<file path="src/rtl/bc_turn_controller.sv">
// Turn sequencer for two-player Bulls & Cows: secret/guess capture, scorer handshake, LED result, win/draw.
// Optional macro BC_SHOW_TIMEOUT_EN: SHOW also exits after RESULT_HOLD idle cycles.
module bc_turn_controller #(
    parameter int MAX_ROUNDS  = 15,
    parameter int DIGIT_MAX   = 9,
    parameter int RESULT_HOLD = 100_000_000
) (
    input  logic        clock,
    input  logic        reset,
    input  logic        confirma,
    input  logic [15:0] SW,
    output logic        score_req,
    input  logic        score_ack,
    output logic [15:0] score_guess,
    output logic [15:0] score_secret,
    input  logic [2:0]  score_bulls,
    input  logic [2:0]  score_cows,
    output logic [2:0]  state,
    output logic        player,
    output logic [3:0]  round,
    output logic [1:0]  winner,
    output logic        err,
    output logic [15:0] LED
);

    typedef enum logic [2:0] {
        ST_SECRET1 = 3'd0,
        ST_SECRET2 = 3'd1,
        ST_GUESS   = 3'd2,
        ST_SCORE   = 3'd3,
        ST_SHOW    = 3'd4,
        ST_WIN     = 3'd5,
        ST_DRAW    = 3'd6
    } state_t;

    localparam logic [3:0] MAX_R = 4'(MAX_ROUNDS);

    function automatic logic entry_valid(input logic [15:0] v);
        logic ok;
        ok = 1'b1;
        for (int i = 0; i < 4; i++) begin
            if (int'(v[4*i +: 4]) > DIGIT_MAX) ok = 1'b0;
            else ok = ok;
            for (int j = i + 1; j < 4; j++) begin
                if (v[4*i +: 4] == v[4*j +: 4]) ok = 1'b0;
                else ok = ok;
            end
        end
        return ok;
    endfunction

    // Saturating 4-lamp thermometer; values above 4 light all four lamps.
    function automatic logic [3:0] therm4(input logic [2:0] v);
        return {v >= 3'd4, v >= 3'd3, v >= 3'd2, v >= 3'd1};
    endfunction

    state_t      state_r, state_s;
    logic        sync1_r, sync2_r, sync3_r, press_s, timeout_s;
    logic        player_r, player_s, err_r, err_s, req_r, req_s;
    logic [3:0]  round_r, round_s, round_inc_s;
    logic [1:0]  winner_r, winner_s;
    logic [15:0] secret1_r, secret1_s, secret2_r, secret2_s;
    logic [15:0] guess_r, guess_s, opp_r, opp_s, led_r, led_s;
    logic [2:0]  bulls_r, bulls_s, cows_r, cows_s;

    assign press_s = sync2_r & ~sync3_r;

`ifdef BC_SHOW_TIMEOUT_EN
    localparam logic [31:0] HOLD_LAST = 32'(RESULT_HOLD - 1);
    logic [31:0] hold_r;

    // SHOW dwell counter; sits at zero outside SHOW so it is clear on entry.
    always_ff @(posedge clock or negedge reset) begin
        if (!reset)                  hold_r <= 32'd0;
        else if (state_r != ST_SHOW) hold_r <= 32'd0;
        else                         hold_r <= hold_r + 32'd1;
    end

    assign timeout_s = (state_r == ST_SHOW) && (hold_r == HOLD_LAST);
`else
    assign timeout_s = 1'b0;
`endif

    // Confirm button synchronizer and edge-detect history.
    always_ff @(posedge clock or negedge reset) begin
        if (!reset) begin
            sync1_r <= 1'b0;
            sync2_r <= 1'b0;
            sync3_r <= 1'b0;
        end else begin
            sync1_r <= confirma;
            sync2_r <= sync1_r;
            sync3_r <= sync2_r;
        end
    end

    // Next-state and next-output computation for the game sequencer.
    always_comb begin
        state_s     = state_r;
        player_s    = player_r;
        round_s     = round_r;
        winner_s    = winner_r;
        err_s       = err_r;
        secret1_s   = secret1_r;
        secret2_s   = secret2_r;
        guess_s     = guess_r;
        opp_s       = opp_r;
        bulls_s     = bulls_r;
        cows_s      = cows_r;
        round_inc_s = player_r ? (round_r + 4'd1) : round_r;
        case (state_r)
            ST_SECRET1, ST_SECRET2, ST_GUESS: begin
                if (press_s) begin
                    if (entry_valid(SW)) begin
                        err_s = 1'b0;
                        if (state_r == ST_SECRET1) begin
                            secret1_s = SW;
                            state_s   = ST_SECRET2;
                        end else if (state_r == ST_SECRET2) begin
                            secret2_s = SW;
                            player_s  = 1'b0;
                            state_s   = ST_GUESS;
                        end else begin
                            guess_s = SW;
                            opp_s   = player_r ? secret1_r : secret2_r;
                            state_s = ST_SCORE;
                        end
                    end else begin
                        err_s = 1'b1;
                    end
                end else begin
                    state_s = state_r;
                end
            end
            ST_SCORE: begin
                if (score_ack) begin
                    bulls_s = score_bulls;
                    cows_s  = score_cows;
                    state_s = ST_SHOW;
                end else begin
                    state_s = ST_SCORE;
                end
            end
            ST_SHOW: begin
                if (press_s || timeout_s) begin
                    if (bulls_r == 3'd4) begin
                        winner_s = player_r ? 2'd2 : 2'd1;
                        state_s  = ST_WIN;
                    end else begin
                        round_s = round_inc_s;
                        if (round_inc_s == MAX_R) begin
                            state_s = ST_DRAW;
                        end else begin
                            player_s = ~player_r;
                            state_s  = ST_GUESS;
                        end
                    end
                end else begin
                    state_s = ST_SHOW;
                end
            end
            ST_WIN, ST_DRAW: begin
                if (press_s) begin
                    secret1_s = 16'h0000;
                    secret2_s = 16'h0000;
                    round_s   = 4'd0;
                    winner_s  = 2'd0;
                    player_s  = 1'b0;
                    err_s     = 1'b0;
                    state_s   = ST_SECRET1;
                end else begin
                    state_s = state_r;
                end
            end
            default: state_s = ST_SECRET1;
        endcase

        req_s = (state_s == ST_SCORE);
        case (state_s)
            ST_SHOW: led_s = {player_s, 7'd0, therm4(cows_s), therm4(bulls_s)};
            ST_WIN:  led_s = 16'hFFFF;
            ST_DRAW: led_s = 16'hAAAA;
            default: led_s = {player_s, 15'd0};
        endcase
    end

    // Game state and registered outputs.
    always_ff @(posedge clock or negedge reset) begin
        if (!reset) begin
            state_r   <= ST_SECRET1;
            player_r  <= 1'b0;
            round_r   <= 4'd0;
            winner_r  <= 2'd0;
            err_r     <= 1'b0;
            req_r     <= 1'b0;
            secret1_r <= 16'h0000;
            secret2_r <= 16'h0000;
            guess_r   <= 16'h0000;
            opp_r     <= 16'h0000;
            bulls_r   <= 3'd0;
            cows_r    <= 3'd0;
            led_r     <= 16'h0000;
        end else begin
            state_r   <= state_s;
            player_r  <= player_s;
            round_r   <= round_s;
            winner_r  <= winner_s;
            err_r     <= err_s;
            req_r     <= req_s;
            secret1_r <= secret1_s;
            secret2_r <= secret2_s;
            guess_r   <= guess_s;
            opp_r     <= opp_s;
            bulls_r   <= bulls_s;
            cows_r    <= cows_s;
            led_r     <= led_s;
        end
    end

    assign state        = state_r;
    assign player       = player_r;
    assign round        = round_r;
    assign winner       = winner_r;
    assign err          = err_r;
    assign score_req    = req_r;
    assign score_guess  = guess_r;
    assign score_secret = opp_r;
    assign LED          = led_r;

endmodule

</file>
<file path="config.mk">
export PLATFORM = sky130hd
export DESIGN_NAME = bc_turn_controller
export DESIGN_NICKNAME = d
export VERILOG_FILES = /design/src/rtl/bc_turn_controller.sv
export SDC_FILE = /design/constraint.sdc
export NUM_CORES = 1
export LEC_CHECK = 0
export ABC_AREA = 1
export CORE_MARGIN = 2
export CORE_UTILIZATION = 52
export DETAILED_ROUTE_END_ITERATION = 16
export GPL_TIMING_DRIVEN = 0
export PLACE_DENSITY = 0.8
export SLEW_MARGIN = 5
export SYNTH_ARGS = -nofsm -noshare
export SYNTH_HDL_FRONTEND = slang
export SYNTH_SLANG_ARGS = --single-unit
</file>
<file path="constraint.sdc">
create_clock -name clock -period 2.09 [get_ports clock]
set_input_delay 0.3135 -clock clock [delete_from_list [all_inputs] [get_ports clock]]
set_output_delay 0.3135 -clock clock [all_outputs]
set_load 0.02 [all_outputs]
</file>
==> flow_summary.toml <==
[clock_network]
htree_levels = 3
cts_tree = "built"
clock_sinks = 96
insertion_delay_ps = 360
clk_pin_slew_ps = 90
cts_root_buf = "clkbuf_8"
cts.path.max_buffers = 2
cts_inserted_buffers = 9

[placed_design]
gp_congestion = 0.904
place_ws_ps = -497
port_buffers = 85
place_hpwl_mm = 8.51
place_inst = 767

[layout]
area_growth_pct = 30.7
num-fill-cells = 715
final_nets = 703
n_antenna_cell = 0
layout-drive-gt1-share_pct = 14.6
finalNonFillerCells = 788
fin_util_pct = 69.7

[pwr]
power_density_nw_per_um2 = 1170
p_leak_nw = 3.16
vdd_drop_max_v = 0.000643

[logic_synthesis]
ys_ff_latch = 96
synth_area_um2 = 4630
yosysUniqueCellTypes = 34
ys_seq_area_share_pct = 51.9
avgSynthCellArea_um2 = 8.07
synth_cells = 573
synth_fp_nets = 600
ys.warnings.count = 0

[setup_path]
cp_slowest_cell = "dfrtp_1"
crit_required_ps = 2340
cp_max_fo = 6
crit_chain = "nor3_4 > nor2_1 > nand2_1 > inv_1 > nor3_4 > inv_1 > a21oi_1 > nand3_1 > nand2_2 > nand2_1"
worstPathArrival_ps = 2200
critPathBufInv = 2
max_stage_delay_ps = 410
cpLargestDelayFamily = "simple AND/OR/NAND/NOR gates"
critPathLaunchType = "register"
crit_type = "register to register"
crit_path_end_kind = "register"

[floorplanning]
core_area_um2 = 8680
start_util_pct = 53.3
die_w_um = 98.3
die_y_um = 98.3
pin_count = 86
rows = 34
die_area_um2 = 9670

[timing]
finalHoldViolCount = 0
period_minus_slack_ps = 1940
worst_pin_slew_ps = 620
min_period_over_period_pct = 93.0
maxSlewViolCount = 0
finalSetupViolCount = 0
fin_worst_skew_ps = 10.7
max-slew-margin-rel_pct = 58.7
rsz0062_at_grt = "false"
fmax_mhz = 514
worst_slack_ps = 146
timing.hold.ws_ps = 346

[detailed_routing]
drt-total-wl_mm = 11.6
drt_iter0_markers = 275
vias_per_cell = 5.24
drc = 0
routedWlPerCell_um = 14.7
drtPass1Iterations = 5
vias = 4130
drt.antenna.violating_nets = 0

[run]
maxCapViolations = 0

[global_routing]
grt_pass1_vias = 4083
grt-ovfl-total = 0
grt_max_degree = 65
antenna_found_initial = 0
grt_pass1_wl_mm = 19.3
grt_use_total_pct = 25.0

[hold_path]
hp-class = "input port to register"

[status]
status = "complete, no violations"
placed cells by master (no fill, tap or decap), drive strengths merged:
cell / synthesis / routed
xor2: 3 / 3
a211oi: 1 / 1
a21oi: 4 / 4
inv: 67 / 67
nand3: 10 / 10
dfrtp: 96 / 96
mux2i: 14 / 14
buf: 12 / 24
o21bai: 1 / 1
a31oi: 1 / 1
nand4: 4 / 4
nor2: 51 / 51
dlygate4sd3: 0 / 1
o22ai: 3 / 3
bufinv: 0 / 2
nand2: 197 / 197
dlymetal6s2s: 0 / 16
clkdlybuf4s50: 0 / 68
clkbuf: 8 / 14
o21ai: 87 / 87
clkinv: 0 / 2
or2: 6 / 6
nor3: 6 / 6
and2: 1 / 1
ha: 1 / 1
Yosys cell counts, drive strengths merged:
cell / n / area share [%]
clkbuf: 8 / 0.65
o21bai: 1 / 0.16
buf: 12 / 1.9
ha: 1 / 0.27
a31oi: 1 / 0.14
and2: 1 / 0.19
nand2: 197 / 17
o22ai: 3 / 0.41
nand4: 4 / 0.68
a211oi: 1 / 0.16
nor2: 51 / 4.9
nor3: 6 / 0.76
a21oi: 4 / 0.51
xor2: 3 / 0.57
mux2i: 14 / 3.0
dfrtp: 96 / 52
inv: 67 / 5.4
nand3: 10 / 1.2
or2: 6 / 0.87
o21ai: 87 / 9.4
power breakdown:
part           total, mW  leakage [nW]  switching [mW]  internal (mW)
sequential          2.83          1.26           0.362           2.47
clock               1.37         0.116           0.637          0.737
combinational       2.86          1.78            1.69           1.16
flip-flops by register name, indices dropped and copies added (netlist names):
register,flops
bulls_r,3
score_secret,16
sync3_r,1
sync2_r,1
score_req,1
round,4
winner,2
secret2_r,16
cows_r,3
LED,11
secret1_r,16
sync1_r,1
player,1
score_guess,16
state,3
err,1
metal layers:
metal,GRT usage (%),share of wire (%),vias to the layer above
li1,-,-,1998
met1,32.7,42,1962
met2,41.8,50,149
met3,5.65,6.3,21
met4,7.90,2.0,0
met5,0,0,-
cell families after synthesis:
group           Yosys count  share of synthesized area (%)
compound gates           97                           10.8
xor+xnor                  3                          0.568
fa+ha+maj                 1                          0.270
buf+inv                  87                           8.03
flops                    96                           51.9
mux                      14                           3.03
simple gates            275                           25.4
worst register-to-register path: stages, from the launching register on:
cell and delay [ps]:
dfrtp_1 410, nor3_4 270, nor2_1 90, nand2_1 120
inv_1 110, nor3_4 220, inv_1 70, a21oi_1 180
nand3_1 140, nand2_2 150, nand2_1 70
area by class of cell:
class                   count  area [um^2]  area share [%]
plain buffers              20          156            2.59
clock buffers              11          151            2.50
clock inverters             4         77.6            1.28
inverters                  67          254            4.20
multi-input cells         390         1910            31.5
flip-flops and latches     96         2400            39.8
well taps                 108          135            2.23
repair buffers             92          963            15.9
metrics by stage:
step / setup TNS [ps] / instance area (um^2) / power, mW
CTS: 0 / 5900 / 7.01
floorplan: 0 / 4630 / 4.53
global placement: -274260 / 5610 / 5.47
finish: 0 / 6050 / 7.06
detailed placement: -26040 / 5640 / 5.61
global route: 0 / 6050 / 7.55
what timing repair did:
| item | CTS | global route |
|---|---|---|
| pin swaps | 0 | 1 |
| endpoints found under the hold margin | 32 | 0 |
| gates resized for setup | 8 | 57 |
| hold buffers | 1 | 0 |
| endpoints found under the setup margin | 28 | 68 |
| buffers inserted | 0 | 5 |
path summary, 6_finish.rpt:
kind / cells past startpoint / slack [ps] / endpoint / from
worst max-delay path: 10 / 150 / LED[7] / bulls_r[1]
worst min-delay path: 3 / 350 / score_guess[12] / SW[12]
worst max register to register: 10 / 150 / LED[7] / bulls_r[1]
worst min register to register: 0 / 350 / sync2_r / sync1_r
min in group asynchronous: 2 / 430 / score_secret[4] / reset
max in group asynchronous: 3 / 980 / state[0] / reset
Power figures use the tool's default switching activity.
==> RTL change, RTL diff (config.mk and constraints unchanged) <==
Build with the macro `BC_SHOW_TIMEOUT_EN` defined.
--- a/src/rtl/bc_turn_controller.sv
+++ b/src/rtl/bc_turn_controller.sv
@@ -1,5 +1,7 @@
 // Turn sequencer for two-player Bulls & Cows: secret/guess capture, scorer handshake, LED result, win/draw.
 // Optional macro BC_SHOW_TIMEOUT_EN: SHOW also exits after RESULT_HOLD idle cycles.
+`define BC_SHOW_TIMEOUT_EN
+
 module bc_turn_controller #(
     parameter int MAX_ROUNDS  = 15,
     parameter int DIGIT_MAX   = 9,
Check against the original RTL: no difference found for any inputs over 10 cycles, from zero or initial values and one cycle with reset low; that may be too few to reach the edited logic, so the function may still have changed.
==> RTL change against the original RTL <==
- wire length rose by 38%
- sequential cell count up 32
- worst setup slack got worse by 61 ps
- design area grew 38%
- first-iteration DRC count rose by 93%
- critical path type unchanged
- largest power group is now registers
- clock skew shrank 2.7 ps
- area after synthesis rose by 39%
- total power up 31%
- count of clock-buffer cells in the layout is 7 higher
==> RTL change: results (changes against the original RTL) <==
yosysUniqueCellTypes: 40  # was 34
critical_path.max_fanout: 10  # was 6
yosysSeqAreaShare_pct: 49.7  # was 51.9%
hpwl_um: 11000  # was 8510 um
clk_path_buf_depth: 2  # unchanged
leakagePower_nw: 4.02  # was 3.16 nW
critPathLaunch: "state[1]"  # was bulls_r[1]
largest_reg_flops: 32
synth_common_cells: "nand2_1, dfrtp_1, inv_1, o21ai_0, nor2_1"  # was nand2_1, dfrtp_1, o21ai_0, inv_1, nor2_1
htree_levels: 4  # was 3
grt.total_usage_pct: 25.5  # was 25.0%
syn_avg_cell_area_um2: 7.72  # was 8.07 um^2
reg2reg_from: "state[1]"  # was bulls_r[1]
numCtsBuffers: 17  # was 9
vias: 5813  # was 4130
min_from: "SW[6]"  # was SW[12]
regMostFlops: "hold_r"
root_buffer: "clkbuf_16"  # was clkbuf_8
reg2reg_depth: 7  # was 10
vias_per_cell: 5.15  # was 5.24
grt_max_degree: 94  # was 65
nNetsFinal: 977  # was 703
p_sw_mw: 3.22  # was 2.69 mW
clkLatencyLatePin_ps: 430  # was 360 ps
drive_gt1_share_pct: 13.6  # was 14.6%
outcome: "finished, final reports clean"  # unchanged
hold_path.class: "input port to register"  # unchanged
grt_pass1_wl_um: 26400  # was 19300 um
gp_congestion: 0.920  # was 0.904
p_sw_share_pct: 34.7  # was 38.1%
fin_skew_ps: 8.01  # was 10.7 ps
yosysWarnings: 0  # unchanged
max-vdd-ir-drop_mv: 0.889  # was 0.643 mV
first_pass_iters: 5  # unchanged
antenna_found_initial: 0  # unchanged
post_cts_buffers: 1  # was 0
placement.io_buffers: 85  # unchanged
synth_ff_type: "dfrtp_1"  # unchanged
placedCellCount: 1088  # was 767
arrival_ps: 2300  # was 2200 ps
cts_hold_buf: 1  # unchanged
slew_headroom_pct: 54.4  # was 58.7%
critPathCapture: "hold_r[12]"  # was LED[7]
comb_power_share_pct: 32.2  # was 40.4%
worst_path_largest_cell_delay_ps: 480  # was 410 ps
syn_nets: 862  # was 600
cts_resized: 12  # was 8
crit_path_top_delay_cell: "clkbuf_1"  # was dfrtp_1
r2r_slack_ps: 80  # was 150 ps
crit_family: "buffers and inverters"  # was simple AND/OR/NAND/NOR gates
grt_pass1_vias: 5617  # was 4083
clk-power_mw: 2.88  # was 1.37 mW
wl_per_cell_um: 14.2  # was 14.7 um
diodes: 0  # unchanged
dr.first_iter.drc_count: 530  # was 275
path_clk_slew_ps: 60  # was 90 ps
synth.area.top_cells: "dfrtp_1, nand2_1, o21ai_0"  # unchanged
## RTL change: cell count changes in the layout (fill, tap and decap cells not counted), sizes merged, moves of 15 or more
| cell | before | now |
|---|---|---|
| inv | 67 | 109 |
| dfrtp | 96 | 128 |
| nor2 | 51 | 89 |
| a21oi | 4 | 19 |
| nand2 | 197 | 262 |
| nor3 | 6 | 26 |
## RTL change: how the worst min path moves through the flow
stage	end	slack, ps	cells after the start
2_1_floorplan	LED[0]	20	0
3_3_place_gp	sync3_r	360	0
4_1_cts	hold_r[30]	350	2
6_report	score_guess[6]	330	3
5_1_grt	score_guess[5]	350	3
3_5_place_dp	hold_r[30]	230	1
## RTL change: per-layer routing
metal  vias up  global-route usage, %  wire (um)
met3        28                   6.54        926
met5         -                      0          0
met1      2710                   33.5       6980
met4         0                   11.7        399
li1       2871                      -          -
met2       204                   40.0       7700
## RTL change: tightest hold or removal path, delay by kind of cell
family	cells	cell delay [ps]
AO/OA/AOI/OAI	1	100
buffers and inverters	2	300
## RTL change: logic make-up after synthesis
family          after synthesis  share of synthesized area (%)
buf+inv                     133                           8.49
simple gates                425                           28.1
fa+ha+maj                     2                          0.388
xor+xnor                     12                           1.63
mux                          10                           1.55
flops                       128                           49.7
compound gates              124                           10.1
## RTL change: final cells by class
class,count,area (um^2)
Inverter,107,402
Tap cell,168,210
Clock inverter,13,140
Timing Repair Buffer,96,975
Clock buffer,18,429
Sequential cell,128,3200
Buffer,26,160
Fill cell,945,3730
Multi-Input combinational cell,573,2810
## RTL change: stage by stage
step / worst slack (ps) / hold WS, ps / area [um^2]
floorplan: 328 / 17.9 / 6440
global placement: -4240 / 360 / 7500
detailed placement: -529 / 230 / 7530
CTS: 19.7 / 347 / 8140
global route: -58.1 / 350 / 8330
finish: 84.8 / 332 / 8330
